## src/rtl/mic_level_pkg.sv

```systemverilog
// Shared types and constants for the microphone level meter.
// FSM encoding, midscale/magnitude limits and LED bar thresholds.
package mic_level_pkg;

   typedef enum logic [1:0] {
      ST_WAIT = 2'd0,
      ST_CALC = 2'd1,
      ST_ACC  = 2'd2,
      ST_UPD  = 2'd3
   } state_t;

   localparam logic [11:0] MIDSCALE = 12'd2048;
   localparam logic [10:0] MAG_MAX  = 11'd2047;

   localparam logic [10:0] LED_THR [8] = '{
      11'd128,  11'd384,  11'd640,  11'd896,
      11'd1152, 11'd1408, 11'd1664, 11'd1920
   };

endpackage

```

## src/rtl/mic_abs_mag.sv

```systemverilog
// Offset removal, absolute value and saturation of one mic sample.
// Result is registered when en is high (the meter's calc state).
module mic_abs_mag
   import mic_level_pkg::*;
(
   input  logic        clk,
   input  logic        rst,
   input  logic        en,
   input  logic [11:0] sample,
   output logic [10:0] mag
);

   logic signed [12:0] diff;
   logic        [12:0] absd;

   always_comb begin
      diff = $signed({1'b0, sample}) - $signed({1'b0, MIDSCALE});
      absd = diff[12] ? 13'(-diff) : 13'(diff);
   end

   // Only raw 0 yields 2048, which must clamp to the 11-bit range
   always_ff @(posedge clk or posedge rst) begin
      if (rst) begin
         mag <= '0;
      end else if (en) begin
         if (absd > 13'(MAG_MAX))
            mag <= MAG_MAX;
         else
            mag <= absd[10:0];
      end
   end

endmodule

```

## src/rtl/mic_level_meter.sv

```systemverilog
// Windowed peak-hold level meter with decay and LED bar.
// Optional clip indicator enabled by defining MIC_LEVEL_CLIP_EN.
module mic_level_meter
   import mic_level_pkg::*;
#(
   parameter int WINDOW       = 256,
   parameter int HOLD_WINDOWS = 8,
   parameter int DECAY_STEP   = 16
) (
   input  logic        clk,
   input  logic        rst,
   input  logic        sample_valid,
   input  logic [11:0] sample_data,
   output logic [10:0] level,
   output logic        level_valid,
   output logic [7:0]  led,
   output logic        clip
);

   localparam int CW = $clog2(WINDOW);
   localparam int HW = (HOLD_WINDOWS < 1) ? 1 :
                       $clog2(HOLD_WINDOWS + 1);

   state_t          state;
   state_t          state_nxt;
   logic [11:0]     samp;
   logic [10:0]     mag;
   logic [10:0]     win_max;
   logic [10:0]     decayed;
   logic [CW-1:0]   cnt;
   logic [HW-1:0]   hold_cnt;
   logic            win_end;

   assign win_end = (cnt == CW'(WINDOW - 1));

   always_ff @(posedge clk or posedge rst) begin
      if (rst)
         state <= ST_WAIT;
      else
         state <= state_nxt;
   end

   always_comb begin
      state_nxt = state;
      unique case (state)
         ST_WAIT: if (sample_valid) state_nxt = ST_CALC;
         ST_CALC: state_nxt = ST_ACC;
         ST_ACC:  state_nxt = win_end ? ST_UPD : ST_WAIT;
         ST_UPD:  state_nxt = ST_WAIT;
         default: state_nxt = ST_WAIT;
      endcase
   end

   mic_abs_mag u_mag (
      .clk    (clk),
      .rst    (rst),
      .en     (state == ST_CALC),
      .sample (samp),
      .mag    (mag)
   );

   always_comb begin
      decayed = '0;
      if (int'(level) > DECAY_STEP)
         decayed = level - 11'(DECAY_STEP);
   end

   always_ff @(posedge clk or posedge rst) begin
      if (rst) begin
         samp        <= '0;
         win_max     <= '0;
         cnt         <= '0;
         hold_cnt    <= '0;
         level       <= '0;
         level_valid <= 1'b0;
      end else begin
         level_valid <= (state_nxt == ST_UPD);
         unique case (state)
            ST_WAIT: begin
               if (sample_valid)
                  samp <= sample_data;
            end
            ST_ACC: begin
               if (mag > win_max)
                  win_max <= mag;
               cnt <= cnt + 1'b1;
            end
            ST_UPD: begin
               win_max <= '0;
               cnt     <= '0;
               if (win_max >= level) begin
                  level    <= win_max;
                  hold_cnt <= HW'(HOLD_WINDOWS);
               end else if (hold_cnt != '0) begin
                  hold_cnt <= hold_cnt - 1'b1;
               end else begin
                  level <= decayed;
               end
            end
            default: ;
         endcase
      end
   end

   always_ff @(posedge clk or posedge rst) begin
      if (rst) begin
         led <= '0;
      end else begin
         for (int i = 0; i < 8; i++)
            led[i] <= (level >= LED_THR[i]);
      end
   end

`ifdef MIC_LEVEL_CLIP_EN
   logic [HW-1:0] clip_cnt;
   logic          clip_hit;

   assign clip_hit = (samp == 12'h000) || (samp == 12'hFFF);

   // Counter reloads on every clipping sample; expires at window ends
   always_ff @(posedge clk or posedge rst) begin
      if (rst) begin
         clip     <= 1'b0;
         clip_cnt <= '0;
      end else if (state == ST_CALC && clip_hit) begin
         clip     <= 1'b1;
         clip_cnt <= HW'(HOLD_WINDOWS);
      end else if (state == ST_UPD && clip_cnt != '0) begin
         clip_cnt <= clip_cnt - 1'b1;
         if (clip_cnt == HW'(1))
            clip <= 1'b0;
      end
   end
`else
   assign clip = 1'b0;
`endif

endmodule

```

## config.mk

```make
export PLATFORM = sky130hd
export DESIGN_NAME = mic_level_meter
export DESIGN_NICKNAME = d
export VERILOG_FILES = /design/src/rtl/mic_level_pkg.sv /design/src/rtl/mic_abs_mag.sv /design/src/rtl/mic_level_meter.sv
export SDC_FILE = /design/constraint.sdc
export NUM_CORES = 1
export LEC_CHECK = 0
export ABC_AREA = 1
export BUFFER_PORTS_ARGS = -buffer_cell sky130_fd_sc_hd__buf_2
export CORE_ASPECT_RATIO = 1.5
export CORE_UTILIZATION = 45
export DETAILED_ROUTE_END_ITERATION = 12
export PLACE_DENSITY = 0.65
export SLEW_MARGIN = 25
export SYNTH_ARGS = -nofsm -noshare
export SYNTH_HDL_FRONTEND = slang
export SYNTH_SLANG_ARGS = --single-unit
```

## constraint.sdc

```tcl
create_clock -name clk -period 2.2 [get_ports clk]
set_input_delay 0.44 -clock clk [delete_from_list [all_inputs] [get_ports clk]]
set_output_delay 0.44 -clock clk [all_outputs]
set_load 0.01 [all_outputs]
```

## Word level (Yosys, flattened, before mapping)

Cells that the tools add are included.

| storage, ports and cells | value |
|---|---|
| input bits | 15 |
| logic and storage cells | 54 |
| flip-flop bits (word level) | 68 |

| cells by class | value |
|---|---|
| add/sub/neg operators | 5 |
| equality and inequality tests | 7 |
| reductions and logical operators | 8 |
| mux-type cells | 13 |
| order comparisons | 12 |

Operators by type and width:

| cell | count |
|---|---|
| $mux W11 | 5 |
| $ge A11 B11 Y1 const B | 4 |
| $ge A11 B10 Y1 const B | 2 |
| $pmux W11 S2 | 1 |
| $pmux W8 S2 | 1 |
| $gt A13 B11 Y1 const B | 1 |
| $mux W13 | 1 |
| $neg A13 Y13 | 1 |
| $sub A12 B12 Y13 const B | 1 |
| $ge A11 B11 Y1 | 1 |
| $ge A11 B8 Y1 const B | 1 |
| $ge A11 B9 Y1 const B | 1 |
| $gt A11 B11 Y1 | 1 |
| $gt A11 B5 Y1 const B | 1 |
| $sub A11 B5 Y11 const B | 1 |
| $add A8 B1 Y8 const B | 1 |
| $eq A8 B8 Y1 const B | 1 |
| $mux W4 | 2 |
| $pmux W2 S4 | 1 |
| $reduce_and A2 Y1 | 4 |
| $eq A2 B2 Y1 const B | 3 |
| $mux W2 | 2 |
| $ne A2 B2 Y1 const B | 2 |
| $reduce_bool A2 Y1 | 2 |
| 4 further kinds | 4 |

## Longest topological paths before layout

Gate-level depths: netlist (run 1).

| depth | value |
|---|---|
| word-level depth | 5 |
| gate-level depth with buffers | 13 |
| gate-level depth less buffers | 13 |

## Cells and area by module

Synthesis (run 1) repeated with hierarchy kept, for this count alone.

| unflattened totals | value |
|---|---|
| cell total of the unflattened synthesis | 510 |
| area total of the unflattened synthesis | 4101.4 um^2 |

By module, submodules not included:

| module | sequential area each (um^2) | times used | cells each | area an instance (um^2) |
|---|---|---|---|---|
| mic_level_meter | 1426.4 | 1 | 399 | 3321.9 |
| mic_abs_mag | 275.3 | 1 | 111 | 779.5 |

## Worst setup path after synthesis (run 1)

Ideal clock, no wire load.

| timing path | value |
|---|---|
| kind | register -> register |
| start point | register level[9] |
| end point | register level[5] |
| data required time | 2.084 ns |
| stages on the path, launching flop included | 14 |
| arrival | 1.814 ns |
| clock period less this slack | 1.930 ns |
| library setup time | 0.116 ns |
| setup slack | 0.270 ns |
| cell sequence | dfrtp_1 > inv_1 > ha_1 > nand2_2 > inv_2 > a21oi_2 > nand2_1 > nor2_4 > nand2_2 > buf_6 > nand2_1 > nand2_1 > nand2_1 > nand2_1 |

| on the way | value |
|---|---|
| longest elaborated chain between the ends | 4 |
| elaborated cells on any way between the ends | 7 |
| classes of those cells | order compare (2); eq/ne (1); mux (3); reduce/logical (1) |

Ends and longest elaborated chain:

| item | line | text |
|---|---|---|
| from (decl) | mic_level_meter.sv:14 | `output logic [10:0] level,` |
| from (signal assigned) | mic_level_meter.sv:92 | `level <= win_max;` |
| from (signal assigned) | mic_level_meter.sv:97 | `level <= decayed;` |
| $gt A11 B5 Y1 | mic_level_meter.sv:64 | `if (int'(level) > DECAY_STEP)` |
| $mux W11 | mic_level_meter.sv:64 |  |
| $mux W11 | mic_level_meter.sv:94 | `end else if (hold_cnt != '0) begin` |
| $mux W11 | mic_level_meter.sv:91 | `if (win_max >= level) begin` |

Several ways; a longest one is shown, not always the timed one. The select of a mux whose other input is x is not followed.
A chain may end at the register's enable or synchronous reset.

## Worst setup path in the final report (run 1)

| timing path | value |
|---|---|
| start point | register level[10] |
| end point | register level[7] |

Same word-level chain as after synthesis.

==> impl_metrics.py, run 1 <==
metrics = {
    "timing": {
        "worst_slew_pin_slew_ps": 811.6,
        "setup_slack_ps": 205.9,
        "finalCritPeriodShare_pct": 90.64,
        "finalHoldViolCount": 0,
        "grt_setup_unrepaired": "false",
        "fmax_mhz": 501.5,
        "max_slew_margin_pct": 45.89,
        "slew_violations": 0,
        "final-setup-viol-count": 0,
        "min_period_ps": 1994,
        "skew_ps": 5.366,
        "setup_tns_ps": 0,
    },
    "power": {
        "total_power_mw": 6.777,
        "powerDensity_nw_per_um2": 1503,
        "peakVddDrop_v": 0.0007882,
        "p_leak_nw": 2.336,
    },
    "die": {
        "dieArea_um2": 8971,
        "num_rows": 41,
        "fp.dieW_um": 77.67,
        "start_util_pct": 46.22,
        "io_pins": 36,
        "coreArea_um2": 8362,
        "die_h_um": 115.5,
    },
    "clocking": {
        "cts_hold_buffers": 0,
        "clock_latency_ps": 330,
        "cts-root-buf": "clkbuf_16",
        "clk_pin_slew_ps": 60,
        "clkSinkCount": 68,
        "cts_buffer_depth": 2,
        "cts_buffers": 9,
        "cts_tree": "built",
        "h-tree-depth": 3,
    },
    "setup_path": {
        "crit_path_max_fanout": 8,
        "worstSetupStartpointType": "flip-flop",
        "crit_required_ps": 2420,
        "path_cells": "inv_1, ha_1, nand2_2, inv_2, a21oi_2, nand2_1, nor2_4, nand3_2, nand2_4, inv_2, nand2_1, nand2_1",
        "cp.arrival_ps": 2210,
        "path_delay_family": "simple AND/OR/NAND/NOR gates",
        "worstSetupPathType": "reg2reg",
        "crit_buf_inv": 3,
        "critPathMostFrequentCell": "nand2_1",
        "critical_path.endpoint_type": "flip-flop",
        "worst-r2r-setup-slack_ps": 210,
        "slowest_stage": "dfrtp_2",
        "critPathMaxStageDelay_ps": 400,
    },
    "synth": {
        "synthAdderAreaFrac_pct": 9.388,
        "synth_xor_area_share_pct": 2.493,
        "yosys.area.top_type": "dfrtp_1",
        "yosys_register_bits": 68,
        "synthMuxAreaShare_pct": 0.5827,
        "syn_nets": 527,
        "synth_top_area_share_pct": 44.03,
        "synth_top_family_by_area": "simple AND/OR/NAND/NOR gates",
        "yosys.area_share.simple_pct": 26.48,
        "synth_compound_area_share_pct": 9.615,
        "synth_cell_types": 36,
        "ys_warn_count": 0,
        "seq_area_frac_synth_pct": 44.03,
        "synth_area_leaders": "dfrtp_1 44%, nand2_1 12%, ha_1 9.4%",
        "syn_area_um2": 3865,
        "synthCells": 483,
        "synth_area_per_cell_um2": 8.002,
    },
    "placement": {
        "gp_congestion": 0.8598,
        "pre_cts_ws_ps": 159.4,
        "place_area_um2": 4207,
        "dp_hpwl_um": 6125,
        "place.port_buffers": 34,
    },
    "outcome": {
        "status": "finished, final reports clean",
    },
    "global_route": {
        "grt_pass1_vias": 3210,
        "grtUsageTotal_pct": 20.20,
        "overflow": 0,
        "grt_pass1_wl_um": 14040,
        "antenna_found_initial": 0,
        "grt_max_degree": 32,
    },
    "final_layout": {
        "drive_gt1_share_pct": 15.73,
        "area.growth.synth_to_final_pct": 16.67,
        "nets": 573,
        "fill_cells": 783,
        "multi_input_area_um2": 1886,
        "regArea_um2": 1703,
        "final_cell_area_um2": 4509,
        "diodes": 0,
    },
    "route": {
        "wl_per_cell_um": 12.40,
        "dr_wl_met3_um": 228,
        "finalWirelength_um": 7946,
        "highest_layer": "met4",
        "met2_length_um": 4477,
        "vias_per_cell": 5.027,
        "met1Wirelength_um": 3117,
        "vias": 3222,
        "drt_iter0_drc": 116,
        "first_pass_iters": 4,
        "drc": 0,
        "ant_nets": 0,
    },
    "min_path": {
        "hold_class": "in2async",
    },
    "flow_run": {
        "max-cap-violations": 0,
    },
}
==> path summary, 6_finish.rpt <==
path | from | end | cells after the start
max reg2reg | level[10] | level[7] | 12
max in group asynchronous | rst | win_max[4] | 3
min reg2reg | cnt[4] | cnt[4] | 1
max | level[10] | level[7] | 12
min | rst | cnt[5] | 2
min in group clk | sample_data[10] | samp[10] | 2
==> report_power, final <==
group	leakage, nW	total (mW)	switching, mW	internal (mW)
combinational	1.36	3.30	2.01	1.29
sequential	0.830	2.11	0.393	1.71
clock	0.144	1.37	0.520	0.848
==> cells in the mapped netlist <==
cell and count:
nand2_4 1, o21ai_0 18, buf_4 1, nor2_4 3
nand3_1 36, nand2_2 3, a21oi_1 38, xor2_1 8
o21a_1 1, a22o_1 1, clkinv_1 1, a21oi_2 2
buf_2 7, nand4_1 7, buf_6 1, nor2_2 1
a21oi_4 1, nor2_1 53, conb_1 1, dfrtp_1 68
nand3_2 3, inv_1 54, nand3b_1 1, nor3b_1 1
a21o_1 1, and2_1 1, a22oi_1 2, clkbuf_1 3
nand2_1 119, mux2_2 2, a31oi_1 3, ha_1 29
xnor2_1 3, inv_2 3, nor3_1 4, nor4_1 2
==> layout by cell type (no fill, tap or decap), types with 2 or more instances in the layout <==
cell       count
nand2_1      119
nand2_4        2
inv_2          4
nand3_2        3
clkinv_2       3
buf_4         12
xor2_1         8
dfrtp_1       67
a21oi_2        2
nor2_1        53
ha_1          29
clkbuf_16      9
nand2_2        2
a21oi_1       38
o21ai_0       18
mux2_2         2
inv_1         53
nor4_1         2
nand4_1        7
nor2_4         3
a31oi_1        3
a22oi_1        2
clkbuf_8       3
xnor2_1        3
nand3_1       36
nor3_1         4
buf_2         34
==> repair_timing <==
action,4_1_cts,5_1_grt
gates resized for setup,0,2
buffers inserted,0,1
endpoints found under the setup margin,0,2
==> worst reg2reg max path, cell delays in order (launching register included) <==
cell and delay (ps):
dfrtp_2 400, inv_1 70, ha_1 320, nand2_2 120, inv_2 40, a21oi_2 140, nand2_1 100, nor2_4 200
nand3_2 140, nand2_4 130, inv_2 90, nand2_1 80, nand2_1 50
==> per-stage QoR <==
step           hold slack, ps  cells  utilization, %
6_report                111.4    641           53.93
5_1_grt                 142.8    641           53.93
4_1_cts                 126.2    640           53.76
3_5_place_dp            483.1    624           50.31
3_3_place_gp            479.6    624           50.31
2_1_floorplan           455.0    483               -
==> area by class of cell <==
type	instances	area share [%]
multi-input cells	345	41.81
inverters	58	4.828
flip-flops and latches	68	37.76
clock inverters	4	0.4994
repair buffers	47	6.215
well taps	107	2.969
clock buffers	12	5.910
==> metal layers <==
metal / up-vias / global-route usage (%)
li1: 1654 / -
met1: 1491 / 20.44
met2: 65 / 38.41
met3: 12 / 3.543
met4: 0 / 11.95
met5: - / 0
==> registers in the layout (all words and copies together) (netlist names), 2 cells and up <==
register,flops
cnt,8
hold_cnt,4
led,8
level,11
samp,12
state,2
u_mag.mag,11
win_max,11
==> kinds of logic after synthesis <==
family                     count (synthesis)
xor gates and xnor gates                  11
buffers and inverters                     70
and+or+nand+nor                          235
AOI/OAI and AO/OA                         67
other                                      1
DFF                                       68
adders and majority gates                 29
muxes                                      2
Note: power is estimated with default switching activity, not from simulation.
==> run 2, diff against run 1 <==
--- a/config.mk
+++ b/config.mk
@@ -6,12 +6,12 @@
 export NUM_CORES = 1
 export LEC_CHECK = 0
 export ABC_AREA = 1
-export BUFFER_PORTS_ARGS = -buffer_cell sky130_fd_sc_hd__buf_2
+export BUFFER_PORTS_ARGS = -buffer_cell sky130_fd_sc_hd__buf_4
 export CORE_ASPECT_RATIO = 1.5
 export CORE_UTILIZATION = 45
 export DETAILED_ROUTE_END_ITERATION = 12
 export PLACE_DENSITY = 0.65
-export SLEW_MARGIN = 25
+export SLEW_MARGIN = 5
 export SYNTH_ARGS = -nofsm -noshare
 export SYNTH_HDL_FRONTEND = slang
 export SYNTH_SLANG_ARGS = --single-unit
==> run 2 against run 1 <==
Net effect:
- first-iteration DRC count rose by 11%
- global-route usage fell by 0.11 points
- total power rose by 2.6%
- die area did not move
- combinational power rose by 6%
- utilization rose by 1.3 points
- final cell count rose by 0.62%
- routed wire length fell by 1.2%
- register-to-register slack barely moved
- critical path type unchanged
- largest cell class unchanged
==> impl_metrics.py, run 2 (synthesis results as in run 1) <==
metrics = {
    "die": {
        "fp.dieW_um": 77.67,
        "io_pins": 36,
        "num_rows": 41,
        "die_h_um": 115.5,
        "coreArea_um2": 8362,
        "dieArea_um2": 8971,
        "start_util_pct": 46.22,
    },
    "route": {
        "finalWirelength_um": 7852,
        "vias_per_cell": 5.002,
        "drc": 0,
        "vias": 3226,
        "drt_iter0_drc": 129,
        "first_pass_iters": 4,
        "ant_nets": 0,
        "wl_per_cell_um": 12.17,
    },
    "timing": {
        "final-setup-viol-count": 0,
        "slew_violations": 0,
        "min_period_ps": 2000,
        "fmax_mhz": 500.0,
        "finalCritPeriodShare_pct": 90.91,
        "worst_slew_pin_slew_ps": 553.0,
        "finalHoldViolCount": 0,
        "skew_ps": 5.164,
        "max_slew_margin_pct": 62.85,
        "grt_setup_unrepaired": "false",
        "setup_tns_ps": 0,
    },
    "setup_path": {
        "path_delay_family": "simple AND/OR/NAND/NOR gates",
        "cp.arrival_ps": 2230,
        "critPathMostFrequentCell": "nand2_1",
        "path_cells": "inv_1, ha_1, nand2_2, inv_2, a21oi_2, nand2_1, nor2_4, nand3_2, nand2_4, inv_2, nand2_1, nand2_1",
        "crit_required_ps": 2430,
        "critical_path.endpoint_type": "flip-flop",
        "worstSetupStartpointType": "flip-flop",
        "r2r_end": "level[10]",
        "cp.depth": 12,
        "worstRegToRegCells": 12,
        "slowest_stage": "dfrtp_2",
        "r2r-start": "level[10]",
        "critPathMaxStageDelay_ps": 400,
        "worst-r2r-setup-slack_ps": 200,
        "crit_path_max_fanout": 8,
        "worstSetupPathType": "reg2reg",
        "crit_buf_inv": 3,
    },
    "final_layout": {
        "nets": 577,
        "drive_gt1_share_pct": 15.80,
        "top_register": "samp",
        "layout_common_cells": "119 x nand2_1, 67 x dfrtp_1, 53 x nor2_1, 53 x inv_1, 50 x buf_4",
        "largest_reg_flops": 12,
        "fill_cells": 759,
        "final_cell_area_um2": 4618,
        "mostFrequentLayoutCell": "nand2_1",
        "diodes": 0,
        "final_util_pct": 55.23,
        "area.growth.synth_to_final_pct": 19.49,
    },
    "flow_run": {
        "max-cap-violations": 0,
    },
    "global_route": {
        "grt_max_degree": 69,
        "grtUsageTotal_pct": 20.09,
        "antenna_found_initial": 0,
        "grt_pass1_wl_um": 13900,
        "overflow": 0,
        "grt_pass1_vias": 3205,
    },
    "clocking": {
        "cts_buffers": 9,
        "clkSinkCount": 68,
        "cts-root-buf": "clkbuf_16",
        "cts_buffer_depth": 2,
        "cts_hold_buffers": 0,
        "cts_tree": "built",
        "clock_latency_ps": 330,
        "h-tree-depth": 3,
        "clk_pin_slew_ps": 50,
    },
    "placement": {
        "place.port_buffers": 34,
        "dp_hpwl_um": 6014,
        "gp_congestion": 0.8664,
        "place_area_um2": 4307,
    },
    "power": {
        "powerDensity_nw_per_um2": 1506,
        "p_leak_nw": 2.368,
        "peakVddDrop_v": 0.0007042,
    },
    "min_path": {
        "hold_class": "in2async",
    },
    "outcome": {
        "status": "finished, final reports clean",
    },
}
## run 2: cell types whose count changed in the layout (fill, tap and decap cells not counted), sizes merged
cell,before,now
buf,47,51
clkbuf,12,15
clkinv,4,2
clkinvlp,1,0
## run 2: how the worst max path moves through the flow
stage,endpoint,start,slack [ps]
global placement,hold_cnt[0],level[10],250
finish,level[10],level[10],200
detailed placement,hold_cnt[0],level[10],110
floorplan,cnt[0],rst,50
global route,level[4],level[10],2
CTS,hold_cnt[0],level[10],100
## run 2: stage by stage
step | hold slack (ps) | total power [mW] | worst slack (ps) | instances
3_3_place_gp | 474.2 | 5.393 | 248.5 | 626
4_1_cts | 200.0 | 6.892 | 99.06 | 642
6_report | 181.6 | 6.954 | 200.0 | 645
2_1_floorplan | 455.0 | 4.555 | 48.49 | 483
5_1_grt | 218.5 | 7.627 | 1.920 | 645
3_5_place_dp | 484.2 | 5.502 | 114.6 | 626
## run 2: report_power, final
part | internal (mW) | switching (mW) | total, mW
clock network | 0.854 | 0.507 | 1.36
registers | 1.72 | 0.390 | 2.11
logic | 1.44 | 2.05 | 3.49
## run 2: worst register-to-register path: stages (launching register included)
cell,delay (ps)
dfrtp_2,400
inv_1,80
ha_1,320
nand2_2,110
inv_2,40
a21oi_2,140
nand2_1,100
nor2_4,210
nand3_2,140
nand2_4,140
inv_2,90
nand2_1,70
nand2_1,40
## run 2: per-layer routing
metal	GRT usage, %	up-vias	part of all wire [%]
li1	-	1660	-
met1	20.67	1506	39
met5	0	-	0
met2	37.99	42	55
met3	2.677	18	2.1
met4	12.83	0	3.2
## run 2: repair_timing
item	in CTS	in global routing
setup endpoints to repair	0	7
resized for setup	0	3
setup buffers	0	3
## run 2: area by class of cell
cell class / count / area [µm²] / area share [%]
clock buffer: 15 / 277.8 / 6.015
clock inverter: 1 / 5.005 / 0.1084
inverter: 58 / 217.7 / 4.714
multi-input combinational: 345 / 1886 / 40.83
sequential: 68 / 1703 / 36.87
tap: 107 / 133.9 / 2.899
timing repair buffer: 51 / 395.4 / 8.561
==> run 3, diff against run 2 <==
--- a/config.mk
+++ b/config.mk
@@ -10,8 +10,10 @@
 export CORE_ASPECT_RATIO = 1.5
 export CORE_UTILIZATION = 45
 export DETAILED_ROUTE_END_ITERATION = 12
-export PLACE_DENSITY = 0.65
+export GPL_TIMING_DRIVEN = 0
+export PLACE_DENSITY = 0.64
 export SLEW_MARGIN = 5
 export SYNTH_ARGS = -nofsm -noshare
 export SYNTH_HDL_FRONTEND = slang
+export SYNTH_HIERARCHICAL = 1
 export SYNTH_SLANG_ARGS = --single-unit
==> run 3 against run 2 <==
Net effect:
- combinational power increased by 3%
- final cell count increased by 4.0%
- utilization decreased by 0.48 points
- worst hold slack got worse by 74 ps
- design area increased by 4.7%
- largest cell class unchanged
- largest power group unchanged
==> impl_metrics.py, run 3 <==
metrics = {
    "final_layout": {
        "mostFrequentLayoutCell": "nand2_1",
        "drive_gt1_share_pct": 19.79,
        "top_register": "samp",
        "area.growth.synth_to_final_pct": 17.85,
        "largest_reg_flops": 12,
        "diodes": 0,
        "nets": 600,
        "fill_cells": 835,
        "final_util_pct": 54.75,
        "layout_common_cells": "142 x nand2_1, 68 x dfrtp_1, 56 x inv_1",
    },
    "die": {
        "die_h_um": 118.9,
        "dieArea_um2": 9508,
        "num_rows": 42,
        "fp.dieW_um": 79.95,
        "coreArea_um2": 8828,
        "io_pins": 36,
        "start_util_pct": 46.46,
    },
    "synth": {
        "synth_top_family_by_area": "simple AND/OR/NAND/NOR gates",
        "ys_dominant_reg_cell": "dfrtp_1",
        "seq_area_frac_synth_pct": 41.49,
        "synth_area_leaders": "dfrtp_1 41%, nand2_1 13%, ha_1 8.8%",
        "synth_compound_area_share_pct": 5.857,
        "yosys-top-cells-count": "142 x nand2_1, 68 x dfrtp_1, 57 x inv_1",
        "async_flop_share_pct": 100.0,
        "yosys.area_share.simple_pct": 31.06,
        "synth_cell_types": 40,
        "synth_top_area_share_pct": 41.49,
        "syn_nets": 554,
        "yosys_register_bits": 68,
        "synth_xor_area_share_pct": 1.708,
        "synthAdderAreaFrac_pct": 8.847,
        "synthCells": 510,
        "yosys.area.top_type": "dfrtp_1",
        "ys_warn_count": 6,
        "synth_area_per_cell_um2": 8.042,
        "syn_area_um2": 4101,
        "synth-edff-count": 0,
        "yosysMostFrequentCell": "nand2_1",
        "synthMuxAreaShare_pct": 3.295,
    },
    "timing": {
        "fmax_mhz": 502.5,
        "slew_violations": 0,
        "finalCritPeriodShare_pct": 90.45,
        "finalHoldViolCount": 0,
        "final-setup-viol-count": 0,
        "setup_tns_ps": 0,
        "setup_slack_ps": 210.0,
        "min_period_ps": 1990,
        "skew_ps": 6.625,
        "grt_setup_unrepaired": "false",
    },
    "min_path": {
        "hold_class": "in2async",
    },
    "clocking": {
        "cts_tree": "built",
        "clk_pin_slew_ps": 60,
        "cts_hold_buffers": 0,
        "cts_buffers": 9,
        "clock_latency_ps": 330,
        "clkSinkCount": 68,
        "cts_buffer_depth": 2,
        "cts_resized": 0,
        "cts-root-buf": "clkbuf_16",
        "post-cts-setup-buffers": 0,
        "h-tree-depth": 3,
    },
    "setup_path": {
        "worst-r2r-setup-slack_ps": 210,
        "worstSetupStartpointType": "flip-flop",
        "crit_path_max_fanout": 8,
        "critical_path.endpoint_type": "flip-flop",
        "worstRegToRegCells": 12,
        "r2r-start": "level[9]",
        "worstSetupPathType": "reg2reg",
        "r2r_end": "level[5]",
        "cp.arrival_ps": 2210,
        "crit_required_ps": 2420,
    },
    "global_route": {
        "grt_pass1_vias": 3283,
        "grt_max_degree": 41,
        "grtUsageTotal_pct": 19.35,
        "grt_pass1_wl_um": 14170,
        "antenna_found_initial": 0,
        "overflow": 0,
    },
    "power": {
        "total_power_mw": 7.312,
        "powerDensity_nw_per_um2": 1513,
        "p_leak_nw": 2.498,
        "peakVddDrop_v": 0.0008146,
    },
    "route": {
        "wl_per_cell_um": 12.23,
        "vias_per_cell": 4.988,
        "ant_nets": 0,
        "drt_iter0_drc": 142,
        "first_pass_iters": 5,
        "vias": 3347,
        "finalWirelength_um": 8206,
        "drc": 0,
    },
    "placement": {
        "dp_hpwl_um": 6415,
        "place.port_buffers": 34,
        "gp_congestion": 0.9011,
        "pre_cts_ws_ps": 216.6,
    },
    "flow_run": {
        "max-cap-violations": 0,
    },
    "outcome": {
        "status": "finished, final reports clean",
    },
}
## run 3: power breakdown
part,internal (mW),leakage [nW],switching [mW]
Sequential,1.72,0.843,0.471
Clock,1.02,0.153,0.514
Combinational,1.46,1.50,2.12
Total,4.20,2.50,3.11
## run 3: logic make-up (layout without fill, tap and decap cells)
logic type	Yosys count	after routing
and+or+nand+nor	277	277
buffers and inverters	74	125
DFF	68	68
AOI/OAI and AO/OA	41	41
adders and majority gates	29	29
muxes	12	12
xor gates and xnor gates	8	8
other	1	1
## run 3: routing by layer
metal / GRT usage, % / vias to the layer above / part of all wire, %
met5: 0 / - / 0
met4: 9.710 / 0 / 2.7
met3: 4.368 / 20 / 3.3
met2: 36.49 / 69 / 56
met1: 19.05 / 1546 / 38
li1: - / 1712 / -
## run 3: layout make-up
type	instances	area (µm²)	share of cell area (%)
sequential	68	1702	35.21
clock inverter	4	72.57	1.501
inverter	67	265.3	5.488
timing repair buffer	35	275.3	5.695
multi-input combinational	368	2086	43.15
tap	110	137.6	2.848
clock buffer	12	246.5	5.100
buffer	7	48.80	1.010
## run 3: metrics by stage
| step | cells | cell area, µm² | hold WS [ps] |
|---|---|---|---|
| 5_1_grt | 671 | 4833 | 140.1 |
| 6_report | 671 | 4833 | 107.7 |
| 2_1_floorplan | 510 | 4101 | 292.4 |
| 3_5_place_dp | 655 | 4514 | 463.8 |
| 4_1_cts | 671 | 4833 | 112.4 |
| 3_3_place_gp | 654 | 4494 | 459.0 |
## run 3: worst max-delay path by stage
| stage | startpoint | slack, ps | endpoint |
|---|---|---|---|
| 2_1_floorplan | rst | 360 | cnt[0] |
| 3_3_place_gp | rst | -390 | hold_cnt[0] |
| 3_5_place_dp | level[10] | 220 | hold_cnt[3] |
| 4_1_cts | level[10] | 200 | level[5] |
| 5_1_grt | level[9] | 9 | level[8] |
| 6_report | level[9] | 210 | level[5] |
## run 3: critical path, cell delays in order (launching register included)
cell	delay (ps)
dfrtp_1	450
inv_1	160
ha_1	330
nand2_2	100
inv_1	60
a21oi_2	160
nand2_2	100
inv_4	110
nand3_4	90
nand2_4	130
inv_6	60
nand2_1	70
nand2_1	50
